[src/rtl/banked_regfile_pkg.sv]
// Shared types and helpers for the banked register file: default width, bank encodings,
// sequencer states, and the architectural-to-physical index function.
package regfile_pkg;

   localparam int DATA_W_DEF = 32;

   localparam int BANK_USR = 0;
   localparam int BANK_FIQ = 1;
   localparam int BANK_IRQ = 2;
   localparam int BANK_SVC = 3;

   typedef enum logic {
      CLEAR = 1'b0,
      RUN   = 1'b1
   } rf_state_t;

   // Unbanked registers sit at the bottom; each bank owns a contiguous slice above them.
   function automatic int unsigned phys_idx(input int unsigned addr,
                                            input int unsigned bank,
                                            input int unsigned nregs,
                                            input int unsigned nbank,
                                            input int unsigned banked_lo);
      int unsigned b;
      b = (bank >= nbank) ? 0 : bank;
      if (addr < banked_lo) return addr;
      return banked_lo + b * (nregs - banked_lo) + (addr - banked_lo);
   endfunction

endpackage

[src/rtl/banked_regfile_if.sv]
// Operand-read / writeback bus of the banked register file.
// The master side is the pipeline (decode + writeback), the slave side is the register file.
interface banked_regfile_if #(
   parameter int DATA_W = 32,
   parameter int NREGS  = 16,
   parameter int NREAD  = 3,
   parameter int NBANK  = 4
);
   localparam int AW = $clog2(NREGS);
   localparam int BW = (NBANK > 1) ? $clog2(NBANK) : 1;

   logic [BW-1:0]           mode;
   logic [NREAD*AW-1:0]     rd_addr;
   logic [NREAD*DATA_W-1:0] rd_data;
   logic                    wr0_req;
   logic [AW-1:0]           wr0_addr;
   logic [BW-1:0]           wr0_bank;
   logic [DATA_W-1:0]       wr0_data;
   logic                    wr1_req;
   logic [AW-1:0]           wr1_addr;
   logic [BW-1:0]           wr1_bank;
   logic [DATA_W-1:0]       wr1_data;
   logic [DATA_W-1:0]       pc_out;
   logic                    busy;

   modport master (
      output mode, rd_addr, wr0_req, wr0_addr, wr0_bank, wr0_data,
             wr1_req, wr1_addr, wr1_bank, wr1_data,
      input  rd_data, pc_out, busy
   );

   modport slave (
      input  mode, rd_addr, wr0_req, wr0_addr, wr0_bank, wr0_data,
             wr1_req, wr1_addr, wr1_bank, wr1_data,
      output rd_data, pc_out, busy
   );

endinterface

[src/rtl/banked_regfile_phys_map.sv]
// Combinational architectural (address, bank) to physical entry index translation.
module regfile_phys_map
   import regfile_pkg::*;
#(
   parameter int NREGS     = 16,
   parameter int NBANK     = 4,
   parameter int BANKED_LO = 13,
   parameter int AW        = 4,
   parameter int BW        = 2,
   parameter int PW        = 5
) (
   input  logic [AW-1:0] addr,
   input  logic [BW-1:0] bank,
   output logic [PW-1:0] phys
);

   assign phys = PW'(phys_idx(32'(addr), 32'(bank), NREGS, NBANK, BANKED_LO));

endmodule

[src/rtl/banked_regfile.sv]
// Multi-port register file with per-mode banking of the upper registers and a post-reset clear sweep.
// Optional same-cycle write-to-read forwarding is enabled by defining REGFILE_BYPASS_EN.
module banked_regfile
   import regfile_pkg::*;
#(
   parameter int              DATA_W    = DATA_W_DEF,
   parameter int              NREGS     = 16,
   parameter int              NREAD     = 3,
   parameter int              NBANK     = 4,
   parameter int              BANKED_LO = 13,
   parameter logic [DATA_W-1:0] INIT_VAL = '0
) (
   input logic              clk,
   input logic              rst,
   banked_regfile_if.slave  bus
);

   localparam int AW   = $clog2(NREGS);
   localparam int BW   = (NBANK > 1) ? $clog2(NBANK) : 1;
   localparam int PHYS = BANKED_LO + NBANK * (NREGS - BANKED_LO);
   localparam int PW   = (PHYS > 1) ? $clog2(PHYS) : 1;

   rf_state_t         state, state_n;
   logic [PW-1:0]     clr_idx, clr_idx_n;
   logic              busy;
   logic              we0, we1;
   logic [PW-1:0]     wr0_phys, wr1_phys, pc_phys;
   logic [PW-1:0]     rd_phys [NREAD];
   logic [DATA_W-1:0] mem [PHYS];
   logic [NREAD*DATA_W-1:0] rd_data_c;
   logic [DATA_W-1:0] pc_c;

   assign busy = (state == CLEAR);
   assign we0  = bus.wr0_req & ~busy;
   assign we1  = bus.wr1_req & ~busy;

   regfile_phys_map #(.NREGS(NREGS), .NBANK(NBANK), .BANKED_LO(BANKED_LO),
                      .AW(AW), .BW(BW), .PW(PW))
      u_map_wr0 (.addr(bus.wr0_addr), .bank(bus.wr0_bank), .phys(wr0_phys));

   regfile_phys_map #(.NREGS(NREGS), .NBANK(NBANK), .BANKED_LO(BANKED_LO),
                      .AW(AW), .BW(BW), .PW(PW))
      u_map_wr1 (.addr(bus.wr1_addr), .bank(bus.wr1_bank), .phys(wr1_phys));

   regfile_phys_map #(.NREGS(NREGS), .NBANK(NBANK), .BANKED_LO(BANKED_LO),
                      .AW(AW), .BW(BW), .PW(PW))
      u_map_pc (.addr(AW'(NREGS - 1)), .bank(bus.mode), .phys(pc_phys));

   for (genvar i = 0; i < NREAD; i++) begin : g_rd_map
      regfile_phys_map #(.NREGS(NREGS), .NBANK(NBANK), .BANKED_LO(BANKED_LO),
                         .AW(AW), .BW(BW), .PW(PW))
         u_map_rd (.addr(bus.rd_addr[i*AW +: AW]), .bank(bus.mode), .phys(rd_phys[i]));
   end

   // Clear sequencer: one physical entry per cycle, then hand over to normal operation.
   always_ff @(posedge clk) begin
      if (rst) begin
         state   <= CLEAR;
         clr_idx <= '0;
      end else begin
         state   <= state_n;
         clr_idx <= clr_idx_n;
      end
   end

   always_comb begin
      state_n   = state;
      clr_idx_n = clr_idx;
      case (state)
         CLEAR: begin
            clr_idx_n = clr_idx + 1'b1;
            if (clr_idx == PW'(PHYS - 1)) begin
               state_n   = RUN;
               clr_idx_n = '0;
            end
         end
         RUN:     state_n = RUN;
         default: state_n = CLEAR;
      endcase
   end

   // Port 1 is written last so it wins a same-entry collision.
   always_ff @(posedge clk) begin
      if (busy) begin
         mem[clr_idx] <= INIT_VAL;
      end else begin
         if (we0) mem[wr0_phys] <= bus.wr0_data;
         if (we1) mem[wr1_phys] <= bus.wr1_data;
      end
   end

   function automatic logic [DATA_W-1:0] read_val(input logic [PW-1:0] p);
      logic [DATA_W-1:0] v;
      v = mem[p];
`ifdef REGFILE_BYPASS_EN
      if (we1 && (wr1_phys == p))      v = bus.wr1_data;
      else if (we0 && (wr0_phys == p)) v = bus.wr0_data;
`endif
      if (busy) v = '0;
      return v;
   endfunction

   always_comb begin
      rd_data_c = '0;
      for (int i = 0; i < NREAD; i++) rd_data_c[i*DATA_W +: DATA_W] = read_val(rd_phys[i]);
      pc_c = read_val(pc_phys);
   end

   assign bus.rd_data = rd_data_c;
   assign bus.pc_out  = pc_c;
   assign bus.busy    = busy;

endmodule

[src/flat_wrapper.sv]
// flat-port wrapper written by rule: the top's interface ports become plain ports
module banked_regfile_flat import regfile_pkg::*;
#(
   parameter int              DATA_W    = DATA_W_DEF,
   parameter int              NREGS     = 16,
   parameter int              NREAD     = 3,
   parameter int              NBANK     = 4,
   parameter int              BANKED_LO = 13,
   parameter logic [DATA_W-1:0] INIT_VAL = '0
)
  (clk, rst, bus_mode, bus_rd_addr, bus_wr0_req, bus_wr0_addr, bus_wr0_bank, bus_wr0_data, bus_wr1_req, bus_wr1_addr, bus_wr1_bank, bus_wr1_data, bus_rd_data, bus_pc_out, bus_busy);
  banked_regfile_if #(.DATA_W(DATA_W), .NREGS(NREGS), .NREAD(NREAD), .NBANK(NBANK)) bus_i ();
  input logic clk;
  input logic rst;
  input wire logic [$bits(bus_i.mode)-1:0] bus_mode;
  input wire logic [$bits(bus_i.rd_addr)-1:0] bus_rd_addr;
  input wire logic [$bits(bus_i.wr0_req)-1:0] bus_wr0_req;
  input wire logic [$bits(bus_i.wr0_addr)-1:0] bus_wr0_addr;
  input wire logic [$bits(bus_i.wr0_bank)-1:0] bus_wr0_bank;
  input wire logic [$bits(bus_i.wr0_data)-1:0] bus_wr0_data;
  input wire logic [$bits(bus_i.wr1_req)-1:0] bus_wr1_req;
  input wire logic [$bits(bus_i.wr1_addr)-1:0] bus_wr1_addr;
  input wire logic [$bits(bus_i.wr1_bank)-1:0] bus_wr1_bank;
  input wire logic [$bits(bus_i.wr1_data)-1:0] bus_wr1_data;
  output wire logic [$bits(bus_i.rd_data)-1:0] bus_rd_data;
  output wire logic [$bits(bus_i.pc_out)-1:0] bus_pc_out;
  output wire logic [$bits(bus_i.busy)-1:0] bus_busy;
  assign bus_i.mode = bus_mode;
  assign bus_i.rd_addr = bus_rd_addr;
  assign bus_i.wr0_req = bus_wr0_req;
  assign bus_i.wr0_addr = bus_wr0_addr;
  assign bus_i.wr0_bank = bus_wr0_bank;
  assign bus_i.wr0_data = bus_wr0_data;
  assign bus_i.wr1_req = bus_wr1_req;
  assign bus_i.wr1_addr = bus_wr1_addr;
  assign bus_i.wr1_bank = bus_wr1_bank;
  assign bus_i.wr1_data = bus_wr1_data;
  assign bus_rd_data = bus_i.rd_data;
  assign bus_pc_out = bus_i.pc_out;
  assign bus_busy = bus_i.busy;
  banked_regfile #(.DATA_W(DATA_W), .NREGS(NREGS), .NREAD(NREAD), .NBANK(NBANK), .BANKED_LO(BANKED_LO), .INIT_VAL(INIT_VAL)) u_core (.clk(clk), .rst(rst), .bus(bus_i));
endmodule
[config.mk]
export PLATFORM = sky130hd
export DESIGN_NAME = banked_regfile_flat
export DESIGN_NICKNAME = d
export VERILOG_FILES = /design/src/rtl/banked_regfile_pkg.sv /design/src/rtl/banked_regfile_if.sv /design/src/rtl/banked_regfile_phys_map.sv /design/src/rtl/banked_regfile.sv /design/src/flat_wrapper.sv
export SDC_FILE = /design/constraint.sdc
export NUM_CORES = 2
export LEC_CHECK = 0
export CORE_ASPECT_RATIO = 1.2
export CORE_UTILIZATION = 40
export DETAILED_ROUTE_END_ITERATION = 6
export GPL_TIMING_DRIVEN = 0
export SLEW_MARGIN = 10
export SYNTH_ARGS = -nofsm -noshare
export SYNTH_HDL_FRONTEND = slang
export SYNTH_SLANG_ARGS = --single-unit
[constraint.sdc]
create_clock -name clk -period 8.2 [get_ports clk]
set_clock_uncertainty 0.05 [all_clocks]
set_input_delay 2.05 -clock clk [delete_from_list [all_inputs] [get_ports clk]]
set_output_delay 2.05 -clock clk [all_outputs]
set_load 0.02 [all_outputs]
==> summary.md <==
| Metric | Value |
|---|---|
| DRT antenna net count | 0 |
| First-pass GRT wire length | 542000 um |
| Die height | 421 um |
| Share of layout cells above drive strength 1 | 23.7% |
| Worst r2r dst | u_core.mem[13][20] |
| Reg clk slew, reported paths | 0.06 ns |
| GP Congestion | 1.10 |
| H-tree depth | 3 |
| Clock Path Buffers | 3 |
| Synth Area in Compound Gates | 21.9% |
| Crit path largest cell delay | 0.60 ns |
| Mapped Avg Cell Area | 8.86 sq um |
| Largest family of logic cells by synthesized area | compound AO/OA/AOI/OAI gates |
| Post-synthesis sequential area ratio | 41.3% |
| CP Launch Type | primary input |
| Post-synthesis mux area share | 10.4% |
| Cell row count | 153 |
| Placed Area | 0.0650 sq mm |
| Least-Margin Pin Slew | 1.45 ns |
| Vias in the first global route | 61400 |
| First-pass DRT Iterations | 7 |
| DR WL/cell | 45.8 um |
| Synth Net Count | 6737 |
| Final Hold Vio Count | 0 |
| Cells after synthesis | 6601 |
| Leakage | 0.0260 uW |
| Final Max Slew Viols | 0 |
| HP Start | u_core.clr_idx[0] |
| Nets | 7157 |
| Gr usage total | 54.9% |
| Final min period | 8.42 ns |
| Clock root buffer | clkbuf_16 |
| R2R depth | 8 |
| Largest net degree at the start of global routing | 25 |
| Post-synth ARST share | 0% |
| Post-Synth Simple-Gate Area | 19.2% |
| Setup Crit Path Kind | primary input to primary output |
| Die area | 0.148 sq mm |
| Cts bufs inserted | 92 |
| X dimension of the die | 351 um |
| P per Cell Area | 178 mW/mm^2 |
| IO buf count | 190 |
| CTS tree | yes |
| WHS Path Cells | 2 |
| Via density | 7.33 |
| Final setup fails | 35 |
| # clock sinks | 806 |
| Hold buffer count at CTS | 0 |
| IO Count | 223 |
| R2r startpoint | u_core.state |
| CP Capture Type | primary output |
| Primary FF master, synth | edfxtp_1 |
| Post-Synth XOR/XNOR Area | 0.195% |
| Detailed Route WL | 416000 um |
| #FFs+latches synth | 806 |
| Violated checks | negative setup slack |
| HPWL Detailed | 319000 um |
| Dpl ws | -5.39 ns |
| Number of remaining DRC errors | 0 |
| Hold EP | u_core.clr_idx[0] |
| CP arrival | 6.32 ns |
| Initial Util | 40.3% |
| Core Region | 0.145 sq mm |
| Max Freq | 119 MHz |
| Area taken by multi-input logic gates | 0.0379 sq mm |
| FILL cells | 13200 |
| Status | finished with violations |
| Total gr overflow | 0 |
| Max-cap violations | 0 |
| Reg area | 0.0241 sq mm |
| Slowest stage cell, crit path | clkdlybuf4s50_1 |
| Total power draw | 13700 uW |
| Hold Crit Class | flip-flop to flip-flop |
| Yosys cell types | 64 |
| R2r setup slk | 2.62 ns |
| Maximum vdd drop | 163 uV |
| Worst-path maximum fanout | 13 |
| Fin crit share | 103% |
| Synthesis-to-finish area growth | 31.0% |
| Number of synthesized flops with an enable pin | 800 |
| Crit-path cells | clkdlybuf4s50_1 -> inv_1 -> ha_1 -> nand3_4 -> nand2_1 -> buf_6 -> clkbuf_4 -> a211oi_1 -> a31oi_2 -> o21ai_0 -> nor4b_4 -> buf_2 |
| Min setup slack post-route | -0.220 ns |
| Clock Latency Late Sink | 0.74 ns |
| YS warnings | 0 |
| Synthesized-area fraction occupied by adder cells | 0.988% |
| CP Data Required Time | 6.10 ns |
| Mapped Area | 0.0585 sq mm |
| Post-Layout Inst Area | 0.0767 sq mm |
| DR iter-0 viols | 12900 |
| CP Launch Point | bus_rd_addr[0] |
| Relative slew slack | 3.26% |
| Vias | 66600 |
| Initial antenna violation count | 40 |
[cells in the final DEF (no fill, tap or decap), drive strengths merged, types with 102 or more instances in the layout]
cell | synthesis | layout
edfxtp | 800 | 800
nor2 | 172 | 172
nand3 | 109 | 109
a221oi | 102 | 102
clkbuf | 587 | 704
a211oi | 413 | 413
a31oi | 381 | 381
o21ai | 931 | 931
nand2 | 1746 | 1746
buf | 229 | 438
and3 | 326 | 326
mux4 | 218 | 218
[worst max-delay path: cells and delay by family]
kind	cells	cell delay, ns
buf+inv	5	1.78
compound gates	3	0.70
fa+ha+maj	1	0.32
simple gates	3	1.36
[flip-flops by register name, summed over array words and instances (netlist names)]
register and count:
u_core.mem 800, u_core.clr_idx 5, u_core.state 1
[cells in the mapped netlist (101+ instances only)]
cell type,number,area [sq um]
nand2_1,1746,6550
o21ai_0,928,4640
edfxtp_1,800,24000
clkbuf_1,587,2200
a211oi_1,413,3100
a31oi_1,381,2380
and3_1,326,2040
mux4_2,218,4910
nor2_1,172,646
buf_2,122,611
nand3_1,106,531
a221oi_1,101,885
[layer usage]
layer / GRT usage (%) / part of all wire [%] / wire length (um)
met2: 74.4 / 40 / 165000
met5: 0.395 / 0.039 / 164
met4: 37.8 / 8.4 / 34800
met1: 66.5 / 34 / 143000
met3: 28.7 / 17 / 72200
[worst max-delay path by stage]
stage,endpoint,cells past startpoint
finish,bus_rd_data[31],12
global route,bus_rd_data[8],12
CTS,bus_rd_data[70],23
detailed placement,bus_rd_data[54],21
global placement,bus_rd_data[22],20
floorplan,bus_rd_data[10],19
[area by class of cell]
cell class                      instances  share of cell area [%]
Clock buffer                          110                    3.20
Multi-Input combinational cell       4947                    49.4
Tap cell                             1937                    3.16
Inverter                               32                   0.163
Sequential cell                       806                    31.5
Clock inverter                         60                   0.736
Antenna cell                           48                   0.157
Timing Repair Buffer                  331                    4.85
Buffer                                811                    6.86
[where the power goes]
| group | internal [uW] | total, uW | leakage [uW] | switching (uW) |
|---|---|---|---|---|
| Combinational | 1490 | 4670 | 0.0178 | 3190 |
| Sequential | 4530 | 4600 | 0.00674 | 63.9 |
| Clock | 2400 | 4380 | 0.00147 | 1980 |
| Total | 8420 | 13700 | 0.0260 | 5230 |
[cells by family after synthesis]
kind of cell               after synthesis
buffers and inverters                  848
xor gates and xnor gates                13
DFF                                    806
adders and majority gates               42
muxes                                  327
and+or+nand+nor                       2512
AOI/OAI and AO/OA                     2053
[through the flow]
step	util [%]	hold slack, ns	std cells	setup TNS [ns]
6_report	52.8	0.548	9082	-3.19
5_1_grt	52.8	0.569	9041	-0.00310
4_1_cts	52.6	0.535	9021	-1.76
3_5_place_dp	44.8	0.520	8759	-538.70
3_3_place_gp	44.2	0.516	8728	-1203.98
2_1_floorplan	-	0.465	6601	-0.152
[timing repair]
| action | CTS | global route |
|---|---|---|
| setup endpoints to repair | 128 | 96 |
| pin swaps | 149 | 18 |
| buffers inserted | 79 | 16 |
| cloned | 16 | 0 |
| gates resized for setup | 1803 | 87 |
(Power assumes the default switching activity.)
